`src/rtl/adder_pkg.sv`:
```
// Shared types and helpers for the chunked sequential adder.
package adder_pkg;

    localparam int DEF_WIDTH = 16;
    localparam int DEF_CHUNK = 4;

    typedef enum logic [1:0] {
        ST_IDLE = 2'd0,
        ST_BUSY = 2'd1,
        ST_DONE = 2'd2
    } state_t;

    // Chunk index width: clog2 of the chunk count, never below one bit.
    function automatic int cnt_width(input int width, input int chunk);
        int nch;
        nch = width / chunk;
        return (nch <= 1) ? 1 : $clog2(nch);
    endfunction

endpackage

```
`src/rtl/chunk_adder.sv`:
```
// Combinational CHUNK-bit ripple adder built from FullAdder cells.
// c_msb_in exposes the carry into the chunk MSB so the caller can form
// two's-complement overflow when this chunk holds the operand MSB.
module chunk_adder #(
    parameter int CHUNK = 4
) (
    input  logic [CHUNK-1:0] a,
    input  logic [CHUNK-1:0] b,
    input  logic             cin,
    output logic [CHUNK-1:0] sum,
    output logic             cout,
    output logic             c_msb_in
);

    logic [CHUNK:0] w_c;

    assign w_c[0] = cin;

    for (genvar i = 0; i < CHUNK; i++) begin : g_fa
        FullAdder u_fa (
            .A    (a[i]),
            .B    (b[i]),
            .Cin  (w_c[i]),
            .Sum  (sum[i]),
            .Cout (w_c[i+1])
        );
    end

    assign cout     = w_c[CHUNK];
    assign c_msb_in = w_c[CHUNK-1];

endmodule

```
`src/rtl/full_adder.sv`:
```
// Single-bit full adder, the leaf cell of the chunk ripple chain.
module FullAdder (
    input  logic A,
    input  logic B,
    input  logic Cin,
    output logic Sum,
    output logic Cout
);

    assign Sum  = A ^ B ^ Cin;
    assign Cout = (A & B) | (Cin & (A ^ B));

endmodule

```
`src/rtl/chunked_seq_adder.sv`:
```
// Multi-cycle adder/subtractor: adds a WIDTH-bit pair CHUNK bits per clock,
// holding the inter-chunk carry in a register. Results are published only on
// the completing edge and held until the next completion or reset.
// Optional feature macro: ADDER_SUB_EN (honour i_sub for A - B).
module chunked_seq_adder
    import adder_pkg::*;
#(
    parameter int WIDTH = DEF_WIDTH,
    parameter int CHUNK = DEF_CHUNK
) (
    input  logic             i_clk,
    input  logic             i_reset,
    input  logic             i_start,
    input  logic [WIDTH-1:0] i_A,
    input  logic [WIDTH-1:0] i_B,
    input  logic             i_Cin,
    input  logic             i_sub,
    output logic             o_busy,
    output logic             o_valid,
    output logic [WIDTH-1:0] o_Sum,
    output logic             o_Cout,
    output logic             o_Ovf
);

    localparam int NCH = WIDTH / CHUNK;
    localparam int CW  = cnt_width(WIDTH, CHUNK);
    localparam logic [CW-1:0] LAST_IDX = CW'(NCH - 1);

    if (CHUNK < 1 || CHUNK > WIDTH) begin : g_bad_chunk
        $error("chunked_seq_adder: CHUNK must lie in 1..WIDTH");
    end
    if (WIDTH % CHUNK != 0) begin : g_bad_width
        $error("chunked_seq_adder: WIDTH must be a multiple of CHUNK");
    end

    state_t           r_state;
    logic [WIDTH-1:0] r_a;
    logic [WIDTH-1:0] r_b;
    logic [WIDTH-1:0] r_res;
    logic             r_carry;
    logic [CW-1:0]    r_idx;

    logic [WIDTH-1:0] w_b_in;
    logic             w_c0;
    logic [CHUNK-1:0] w_a_ch;
    logic [CHUNK-1:0] w_b_ch;
    logic [CHUNK-1:0] w_sum;
    logic             w_cout;
    logic             w_cmsb;
    logic [WIDTH-1:0] w_res_next;
    logic             w_last;

`ifdef ADDER_SUB_EN
    // Subtract as A + ~B + 1; the caller's carry-in is dropped in that mode.
    assign w_b_in = i_sub ? ~i_B : i_B;
    assign w_c0   = i_sub ? 1'b1 : i_Cin;
`else
    // Add-only build: i_sub is accepted on the port but has no effect.
    logic w_unused_sub;
    assign w_unused_sub = i_sub;
    assign w_b_in       = i_B;
    assign w_c0         = i_Cin;
`endif

    // Pick the operand slices addressed by the current chunk index.
    always_comb begin
        w_a_ch = '0;
        w_b_ch = '0;
        for (int k = 0; k < NCH; k++) begin
            if (r_idx == CW'(k)) begin
                w_a_ch = r_a[k*CHUNK +: CHUNK];
                w_b_ch = r_b[k*CHUNK +: CHUNK];
            end
        end
    end

    chunk_adder #(
        .CHUNK (CHUNK)
    ) u_chunk (
        .a        (w_a_ch),
        .b        (w_b_ch),
        .cin      (r_carry),
        .sum      (w_sum),
        .cout     (w_cout),
        .c_msb_in (w_cmsb)
    );

    // Merge this cycle's chunk sum into the working result.
    always_comb begin
        w_res_next = r_res;
        for (int k = 0; k < NCH; k++) begin
            if (r_idx == CW'(k)) begin
                w_res_next[k*CHUNK +: CHUNK] = w_sum;
            end
        end
    end

    assign w_last = (r_idx == LAST_IDX);

    // Control FSM plus operand, carry, working and published result registers.
    always_ff @(posedge i_clk or posedge i_reset) begin
        if (i_reset) begin
            r_state <= ST_IDLE;
            r_a     <= '0;
            r_b     <= '0;
            r_res   <= '0;
            r_carry <= 1'b0;
            r_idx   <= '0;
            o_busy  <= 1'b0;
            o_valid <= 1'b0;
            o_Sum   <= '0;
            o_Cout  <= 1'b0;
            o_Ovf   <= 1'b0;
        end else begin
            case (r_state)
                ST_IDLE, ST_DONE: begin
                    if (i_start) begin
                        r_a     <= i_A;
                        r_b     <= w_b_in;
                        r_carry <= w_c0;
                        r_idx   <= '0;
                        r_state <= ST_BUSY;
                        o_busy  <= 1'b1;
                        o_valid <= 1'b0;
                    end
                end
                ST_BUSY: begin
                    r_res   <= w_res_next;
                    r_carry <= w_cout;
                    if (w_last) begin
                        // Index parks at the last chunk; it is cleared on accept.
                        r_state <= ST_DONE;
                        o_busy  <= 1'b0;
                        o_valid <= 1'b1;
                        o_Sum   <= w_res_next;
                        o_Cout  <= w_cout;
                        o_Ovf   <= w_cmsb ^ w_cout;
                    end else begin
                        r_idx <= r_idx + CW'(1);
                    end
                end
                default: begin
                    r_state <= ST_IDLE;
                    o_busy  <= 1'b0;
                end
            endcase
        end
    end

endmodule

```
`config.mk`:
```
export PLATFORM = sky130hd
export DESIGN_NAME = chunked_seq_adder
export DESIGN_NICKNAME = d
export VERILOG_FILES = /design/src/rtl/adder_pkg.sv /design/src/rtl/chunk_adder.sv /design/src/rtl/full_adder.sv /design/src/rtl/chunked_seq_adder.sv
export SDC_FILE = /design/constraint.sdc
export NUM_CORES = 1
export LEC_CHECK = 0
export ABC_AREA = 1
export BUFFER_PORTS_ARGS = -buffer_cell sky130_fd_sc_hd__buf_2
export CAP_MARGIN = 20
export CORE_MARGIN = 5
export CORE_UTILIZATION = 29
export CTS_CLUSTER_SIZE = 28
export DETAILED_ROUTE_END_ITERATION = 6
export PLACE_DENSITY_LB_ADDON = 0.05
export RECOVER_POWER = 50
export SETUP_SLACK_MARGIN = 0.05
export SLEW_MARGIN = 20
export SYNTH_ARGS = -nofsm -noshare
export SYNTH_HDL_FRONTEND = slang
export SYNTH_SLANG_ARGS = --single-unit
export TNS_END_PERCENT = 50
```
`constraint.sdc`:
```
create_clock -name i_clk -period 3 [get_ports i_clk]
set_input_delay 0.45 -clock i_clk [delete_from_list [all_inputs] [get_ports i_clk]]
set_output_delay 0.45 -clock i_clk [all_outputs]
set_load 0.01 [all_outputs]
```
==> results of run 1 <==
==> Yosys cell counts, drive strengths merged <==
cell    instances
nand2         205
dfrtp          69
inv            34
o21ai          32
buf            16
a21oi          15
nor2           11
nand3           6
fa              4
ha              4
a21boi          1
clkinv          1
o31ai           1
or2             1
xnor2           1
==> placed cells by master (no fill, tap or decap) <==
cell       netlist  final
nor2_1           9      9
a21oi_1         15     13
inv_4            0      3
nor2_2           1      1
nor2_8           1      1
a21oi_2          0      2
dfrtp_1         69     67
o21ai_2          0      3
bufinv_16        0      3
nand2_2          0      5
o21ai_1          6     10
dfrtp_2          0      2
fa_2             0      4
nand3_2          0      2
buf_2           15     49
o21ai_0         26     19
xnor2_2          0      1
nand3_1          6      4
inv_1           32     28
buf_6            1      4
nand2_1        203    198
buf_4            0     18
or2_1            0      1
clkbuf_8         0     12
clkbuf_1         0      7
clkinv_2         1      1
ha_4             0      4
clkbuf_2         0      1
a21boi_2         0      1
nand2_4          2      2
inv_2            2      3
o31ai_1          1      1
==> sequential cells by signal, indices dropped and copies added, names as in the netlist, 2 cells and up <==
register / count
o_Sum: 16
r_b: 16
r_state: 2
r_res: 12
r_idx: 2
r_a: 16
==> logic make-up (layout without fill, tap and decap cells) <==
family	Yosys count	count (layout)	share of synthesized area (%)
flip-flops	69	69	53.70
buffers and inverters	51	129	6.809
XOR/XNOR	1	1	0.2724
adder cells (fa/ha/maj)	8	8	4.047
AND/OR/NAND/NOR	223	223	27.39
AO/OA/AOI/OAI	49	49	7.782
==> final cells by class <==
class	count	area, sq um
timing repair buffer	78	452.9
clock inverter	3	90.09
inverter	35	140.1
fill	1195	6701
tap	140	175.2
clock buffer	13	168.9
sequential	69	1729
multi-input combinational	281	1383
==> worst max-delay path, stage by stage (launching register included) <==
cell and delay, ps:
dfrtp_2 440, buf_6 120, ha_4 170, inv_1 60, or2_1 210, nand2_2 70
fa_2 190, inv_2 40, fa_2 330, fa_2 390, fa_2 660, nand2_1 90
o21ai_2 60, nand2_1 60, o21ai_1 90
==> where the power goes <==
part	internal [mW]	total, mW	switching, mW
combinational	1.27	2.98	1.71
sequential	1.35	1.58	0.230
clock	0.622	0.987	0.365
==> final timing paths <==
| path | start | end |
|---|---|---|
| hold / removal | i_A[7] | r_a[7] |
| hold reg to reg | o_Sum[13] | o_Sum[13] |
| setup reg to reg | r_idx[1] | r_res[7] |
| max in group asynchronous | i_reset | r_idx[0] |
| setup / recovery | r_idx[1] | r_res[7] |
| min in group asynchronous | i_reset | r_res[11] |
==> per-stage QoR <==
stage | setup slack, ps | instance area [sq um] | hold slack (ps) | setup TNS [ps] | total power, mW
after CTS | -14.62 | 4104 | 235.2 | -14.62 | 5.477
after floorplan | 56.79 | 3249 | 441.8 | 0 | 3.303
after detailed placement | -187.0 | 3744 | 460.2 | -1124 | 4.286
after global placement | -141.0 | 3744 | 458.5 | -869.5 | 4.245
after global routing | -218.8 | 4139 | 280.3 | -1292 | 6.099
final | -71.34 | 4139 | 289.0 | -213.1 | 5.551
==> timing repair <==
| item | CTS | global route |
|---|---|---|
| pin swaps | 9 | 5 |
| hold endpoints to repair | 0 | 0 |
| resized for setup | 23 | 14 |
| setup endpoints to repair | 10 | 8 |
| setup buffers | 3 | 2 |
| hold buffers | 0 | 0 |
==> layer usage <==
metal,GRT usage (%),up-vias,wire length [um]
li1,-,1368,-
met1,17.53,1290,3859
met2,22.26,61,3865
met3,2.368,14,335
met5,0,-,0
met4,7.355,0,229
==> qor.csv, run 1 <==
metric,value,unit
TritonCTS clock tree,yes,
final worst setup slack,-71.34,ps
DRC viols,0,
RSZ-0062 raised after global routing,yes,
Routed wire per std cell,13.39,um
Area contributors post-synth,"dfrtp_1 54%, nand2_1 24%, o21ai_0 4.0%",
sequential area share after synthesis,53.70,%
Worst EP required,3280,ps
H-tree levels,3,
die height,115.3,um
ANT nets after route,0,
"Net Count, Synth",446,
layout cells sized above 1,25.47,%
"Core Util, Final",38.18,%
remaining global-route overflow,0,
Max Cap Viol,0,
static leakage,2.205,nW
Ys Warns,0,
Clock transition at path regs,90,ps
# nets final,519,
Netlist cell types,21,
vias,2733,
R2R depth,14,
DP HPWL,5830,um
DIE WIDTH,115.3,um
R2R Setup Slk,-70,ps
Clock Sinks,69,
PwrDens,1341,nW/um^2
Max VDD drop,548.5,uV
Crit path arrival time,3350,ps
area delta synth->final,28.72,%
Slew HR,15.60,%
fin crit period,3071,ps
Post-Syn Area,3216,sq um
Initial Utilization,29.66,%
first drt pass iteration count,6,
hold path depth,3,
vias in the first global route,2815,
Antenna Cells,0,
post-synthesis cell count,401,
final WL,8290,um
Iteration-0 DRC Markers,80,
worst-skew pair later-pin latency,360,ps
number of clock buffers inserted by TritonCTS,9,
Core Rows,38,
CP Capture Type,flop,
IO buf count,55,
placed cells,598,
f_max,325.6,MHz
Mapped Avg Cell Area,8.019,sq um
HP Class,primary input to flop,
clock root buffer,clkbuf_8,
first-pass GRT wire length,13920,um
Setup Viol. Count Final,6,
total track usage,13.75,%
overall die area,13290,sq um
"flops & latches, synth",69,
largest net degree at the start of global routing,43,
failing checks,negative setup slack,
cell taking the most area after synthesis,dfrtp_1,
IO Pins,57,
Final Hold Fails,0,
Yosys top cell area share,53.70,%
startpoint types,flop,
Core Area,10840,sq um
status,"finished, violations left",
Final Max Slew Viols,0,
vias per inst,4.415,
Clock Tree Buf Depth,2,
period utilization,102.4,%
worst clock skew,17.34,ps
Worst Max-Slew Pin Slew,1265,ps
initial antenna violation count,0,
worst-path fanout max,7,
GP Congestion,0.7755,
Final Non-Filler Cells,619,
WS Path Type,flop to flop,
No activity file was read; power rests on OpenSTA's default activity.
==> run 2: changes to the inputs <==
- GPL_TIMING_DRIVEN: not set -> 0
==> run 2 against run 1 <==
Compared with the run above:
- the flow still finishes with violations (negative setup slack)
- via count down 0.40%
- clock power shrank 1%
- sequential power hardly changed
- critical path depth stayed put
- clock skew shrank 7.4 ps
- sequential share of layout area decreased by 0.43 points
- wire length grew 5.4%
- clock-buffer cell count stayed put
- hold slack improved by 5.4 ps
- final cell count grew 0.81%
- first-iteration DRC count rose by 57%
- combinational power up 1%
- critical endpoint is now r_res[11]
==> qor.csv, run 2 (synthesized netlist as in run 1, its figures left out) <==
metric,value,unit
met1 WL,3999,um
Core Area,10840,sq um
fin crit period,3074,ps
hold path depth,3,
first drt pass iteration count,4,
layout cells sized above 1,27.89,%
Iteration-0 DRC Markers,126,
TritonCTS clock tree,yes,
CP Capture Type,flop,
Clock Sinks,69,
Final Hold Fails,0,
CTS Hold Buffers Added,0,
static leakage,2.242,nW
Core Rows,38,
filler cell count,1175,
post-place setup slack,-366.3,ps
IO buf count,55,
vias,2722,
"most common cell after layout, fill and taps aside",nand2_1,
Max VDD drop,736.0,uV
status,"finished, violations left",
Routed wire per std cell,14.01,um
most frequent cells in the layout,"197 x nand2_1, 67 x dfrtp_1, 64 x buf_2, 26 x inv_1, 21 x o21ai_0",
WS Path Type,flop to flop,
GP Congestion,0.7406,
Clock transition at path regs,80,ps
Regs by FF count,"o_Sum: 16 flops, r_a: 16 flops, r_b: 16 flops",
Antenna Cells,0,
final worst setup slack,-73.84,ps
IO Pins,57,
DRC viols,0,
WL met2,4207,um
largest net degree at the start of global routing,38,
max layer used,met4,
first-pass GRT wire length,14230,um
Slew HR,2.185,%
Sw Share,42.19,%
final WL,8740,um
remaining global-route overflow,0,
number of clock buffers inserted by TritonCTS,9,
failing checks,negative setup slack,
initial antenna violation count,0,
internal power,3.225,mW
f_max,325.3,MHz
DP HPWL,6240,um
worst-path fanout max,4,
Max Cap Viol,0,
clock root buffer,clkbuf_8,
R2R depth,14,
Initial Utilization,29.66,%
worst-skew pair later-pin latency,340,ps
H-tree levels,3,
"Core Util, Final",38.57,%
overall die area,13290,sq um
combinational fraction of design power,54.2,%
PwrDens,1334,nW/um^2
Final Max Slew Viols,0,
ANT nets after route,0,
# nets final,524,
total track usage,14.05,%
period utilization,102.5,%
hold slack,294.4,ps
vias in the first global route,2843,
Crit path arrival time,3340,ps
Seq pwr share,28.3,%
P_sw,2.353,mW
Worst EP required,3270,ps
Worst Max-Slew Pin Slew,1459,ps
RSZ-0062 raised after global routing,yes,
startpoint types,flop,
worst clock skew,9.936,ps
Clock Tree Buf Depth,2,
HP Class,primary input to flop,
area delta synth->final,30.04,%
power share of the clock group,17.5,%
vias per inst,4.362,
die height,115.3,um
met3 routed WL,397,um
DIE WIDTH,115.3,um
Setup Viol. Count Final,6,
run 2: cell count changes in the layout (fill, tap and decap cells not counted), sizes merged:
cell and delta:
inv -2, clkinvlp +2, clkbuf -5, buf +10
run 2: repair_timing:
item / in CTS / in global routing
cloned: 0 / 0
resized for setup: 29 / 11
setup endpoints to repair: 10 / 8
pin swaps: 7 / 8
buffers inserted: 8 / 4
run 2: final timing paths:
path,startpoint,slack (ps),to
min in group asynchronous,i_reset,420,o_Sum[9]
min,i_A[5],290,r_a[5]
min reg2reg,o_Sum[11],480,o_Sum[11]
max reg2reg,r_idx[0],-70,r_res[11]
max in group asynchronous,i_reset,980,r_idx[1]
max,r_idx[0],-70,r_res[11]
run 2: critical path, stage by stage, from the launching register on:
cell	delay [ps]
dfrtp_2	470
buf_6	140
ha_4	180
a21oi_2	130
nand2_1	70
a21boi_2	150
fa_2	210
inv_2	40
fa_2	330
fa_2	370
fa_2	640
nand2_1	90
o21ai_2	70
nand2_1	60
o21ai_0	70
run 2: layer usage:
| layer | up-vias | global-route usage [%] |
|---|---|---|
| li1 | 1382 | - |
| met1 | 1275 | 17.94 |
| met2 | 54 | 23.15 |
| met3 | 11 | 3.842 |
| met4 | 0 | 4.538 |
| met5 | - | 0 |
run 2: per-stage QoR:
stage	instance area [sq um]	setup TNS (ps)	std cells	power, mW
floorplan	3249	0	401	3.303
global placement	3700	-23360	596	4.140
detailed placement	3722	-2526	597	4.175
CTS	4140	-394.4	621	5.506
global route	4182	-1050	624	6.093
finish	4182	-261.8	624	5.578
run 2: power by group through the flow:
stage / logic (mW) / clock network [mW] / registers [mW]
floorplan: 1.73 / 0 / 1.58
global placement: 2.56 / 0 / 1.58
detailed placement: 2.59 / 0 / 1.58
CTS: 2.91 / 1.01 / 1.58
global route: 3.41 / 1.05 / 1.64
finish: 3.02 / 0.977 / 1.58
run 2: cell type report:
cell class | count | area, sq um | area share (%)
clock inverters | 3 | 90.09 | 2.154
plain buffers | 15 | 108.9 | 2.603
repair buffers | 68 | 374.1 | 8.947
clock buffers | 13 | 168.9 | 4.039
inverters | 35 | 145.1 | 3.471
multi-input cells | 281 | 1390 | 33.24
well taps | 140 | 175.2 | 4.189
flip-flops and latches | 69 | 1729 | 41.35
==> run 3: changes to the inputs <==
- SETUP_SLACK_MARGIN: 0.05 -> not set
- clock period: 3 -> 3.79 ns (I/O delays scaled with it)
==> run 3 against run 2 <==
Compared with the run above:
- wire length is 2.2% lower
- die area is the same
- critical path depth up 1
- hold slack better by 120 ps
- the run ends with max-capacitance violations, max-slew violations left
- design area down 8.2%
- via count decreased by 1.7%
==> qor.csv, run 3 (synthesized netlist as in run 1, its figures left out) <==
metric,value,unit
# nets final,513,
Reg area,1727,sq um
worst-path fanout max,10,
HP Class,primary input to flop,
largest net degree at the start of global routing,45,
f_max,286.1,MHz
IO buf count,55,
total track usage,13.87,%
Worst Max-Slew Pin Slew,2079,ps
DP HPWL,6381,um
DRC viols,0,
remaining global-route overflow,0,
Setup Viol. Count Final,0,
post-place setup slack,146.3,ps
P_sw,1.691,mW
first-pass GRT wire length,14080,um
worst-skew pair later-pin latency,350,ps
worst path cell trace,inv_1 -> ha_1 -> buf_2 -> clkbuf_4 -> a21oi_1 -> a21boi_1 -> fa_1 -> inv_1 -> fa_1 -> fa_1 -> fa_2 -> nand2_1 -> o21ai_0 -> nand2_1 -> o21ai_0,
internal power,2.024,mW
clock root buffer,clkbuf_8,
overall power,3.715,mW
power share of the clock group,14.5,%
first drt pass iteration count,4,
Antenna Cells,0,
final WL,8550,um
max layer used,met4,
Seq pwr share,33.3,%
Routed wire per std cell,13.99,um
overall die area,13290,sq um
Core Rows,38,
Sw Share,45.51,%
number of clock buffers inserted by TritonCTS,9,
Final Max Slew Viols,45,
die height,115.3,um
fin crit period,3495,ps
TritonCTS clock tree,yes,
PwrDens,968.1,nW/um^2
Slew HR,-38.63,%
met3 routed WL,381,um
IO Pins,57,
DIE WIDTH,115.3,um
worst clock skew,11.31,ps
area post-placement,3696,sq um
Clock transition at path regs,70,ps
H-tree levels,3,
area delta synth->final,19.34,%
Final Hold Fails,0,
Worst path most repeated cell,fa_1,
RSZ-0062 raised after global routing,no,
GP Congestion,0.7497,
initial antenna violation count,0,
CP max stage delay,620,ps
vias,2677,
most frequent cells in the layout,"204 x nand2_1, 69 x dfrtp_1, 67 x buf_2, 33 x inv_1, 26 x o21ai_0",
Worst EP required,4050,ps
status,"finished, violations left",
setup bufs post-CTS,0,
critical path's slowest cell,fa_2,
Initial Utilization,29.66,%
static leakage,2.128,nW
WS Path Type,flop to flop,
Max Cap Viol,1,
WL met2,4140,um
"most common cell after layout, fill and taps aside",nand2_1,
Crit path arrival time,3760,ps
vias in the first global route,2760,
CP Capture Type,flop,
Core Area,10840,sq um
combinational fraction of design power,52.3,%
CTS Hold Buffers Added,0,
vias per inst,4.381,
Clock Sinks,69,
layout cells sized above 1,18.47,%
startpoint types,flop,
Clock Tree Buf Depth,2,
filler cell count,1217,
Setup TNS,0,ps
met1 WL,3902,um
Max VDD drop,406.2,uV
failing checks,"max-capacitance violations, max-slew violations",
final instance area,3837,sq um
area of the multi-input gates,1262,sq um
Iteration-0 DRC Markers,132,
ANT nets after route,0,
final worst setup slack,294.6,ps
Regs by FF count,"o_Sum: 16 flops, r_a: 16 flops, r_b: 16 flops",
period utilization,92.23,%
run 3: cell count changes in the layout (fill, tap and decap cells not counted), sizes merged:
cell	change
dlymetal6s4s	+1
clkinvlp	-1
buf	-13
inv	+1
bufinv	-3
clkinv	+2
run 3: stage by stage:
stage	instances	utilization, %	hold WS (ps)
final	611	35.40	411.2
after detailed placement	597	34.10	460.8
after floorplan	401	-	441.8
after global routing	611	35.40	401.0
after global placement	596	33.82	459.3
after CTS	611	35.62	205.0
run 3: routing by layer:
metal / global-route usage [%] / vias up
li1: - / 1360
met1: 18.03 / 1251
met2: 22.76 / 55
met3: 3.263 / 11
met4: 4.695 / 0
met5: 0 / -
run 3: critical path, delay by kind of cell, from the launching register on:
kind | cells | cell delay (ps)
AOI/OAI and AO/OA | 4 | 460
and+or+nand+nor | 2 | 150
buffers and inverters | 4 | 610
adders and majority gates | 5 | 1780
DFF | 1 | 430
run 3: layout make-up:
cell class | instances | area share [%]
flip-flops and latches | 69 | 45.00
multi-input cells | 281 | 32.90
repair buffers | 56 | 7.499
well taps | 140 | 4.565
clock buffers | 12 | 4.043
inverters | 35 | 3.489
plain buffers | 16 | 2.250
clock inverters | 2 | 0.2608
run 3: path summary, 6_finish.rpt:
kind | startpoint | end | slack (ps) | cells past startpoint
hold / removal | i_A[13] | r_a[13] | 410 | 3
min in group asynchronous | i_reset | o_Sum[9] | 440 | 2
hold reg to reg | o_Sum[11] | o_Sum[11] | 470 | 2
setup reg to reg | r_idx[0] | r_res[7] | 290 | 15
setup / recovery | r_idx[0] | r_res[7] | 290 | 15
max in group asynchronous | i_reset | r_b[12] | 780 | 3
run 3: repair_timing:
action / in CTS / in global routing
endpoints found under the setup margin: 0 / 4
endpoints found under the hold margin: 0 / 0
gates resized for setup: 0 / 3
run 3: power by group through the flow:
stage / combinational, mW / sequential (mW) / clock [mW]
after detailed placement: 1.98 / 1.25 / 0
final: 1.94 / 1.24 / 0.537
after global placement: 1.95 / 1.25 / 0
after global routing: 2.23 / 1.28 / 0.589
after floorplan: 1.30 / 1.25 / 0
after CTS: 1.99 / 1.24 / 0.558
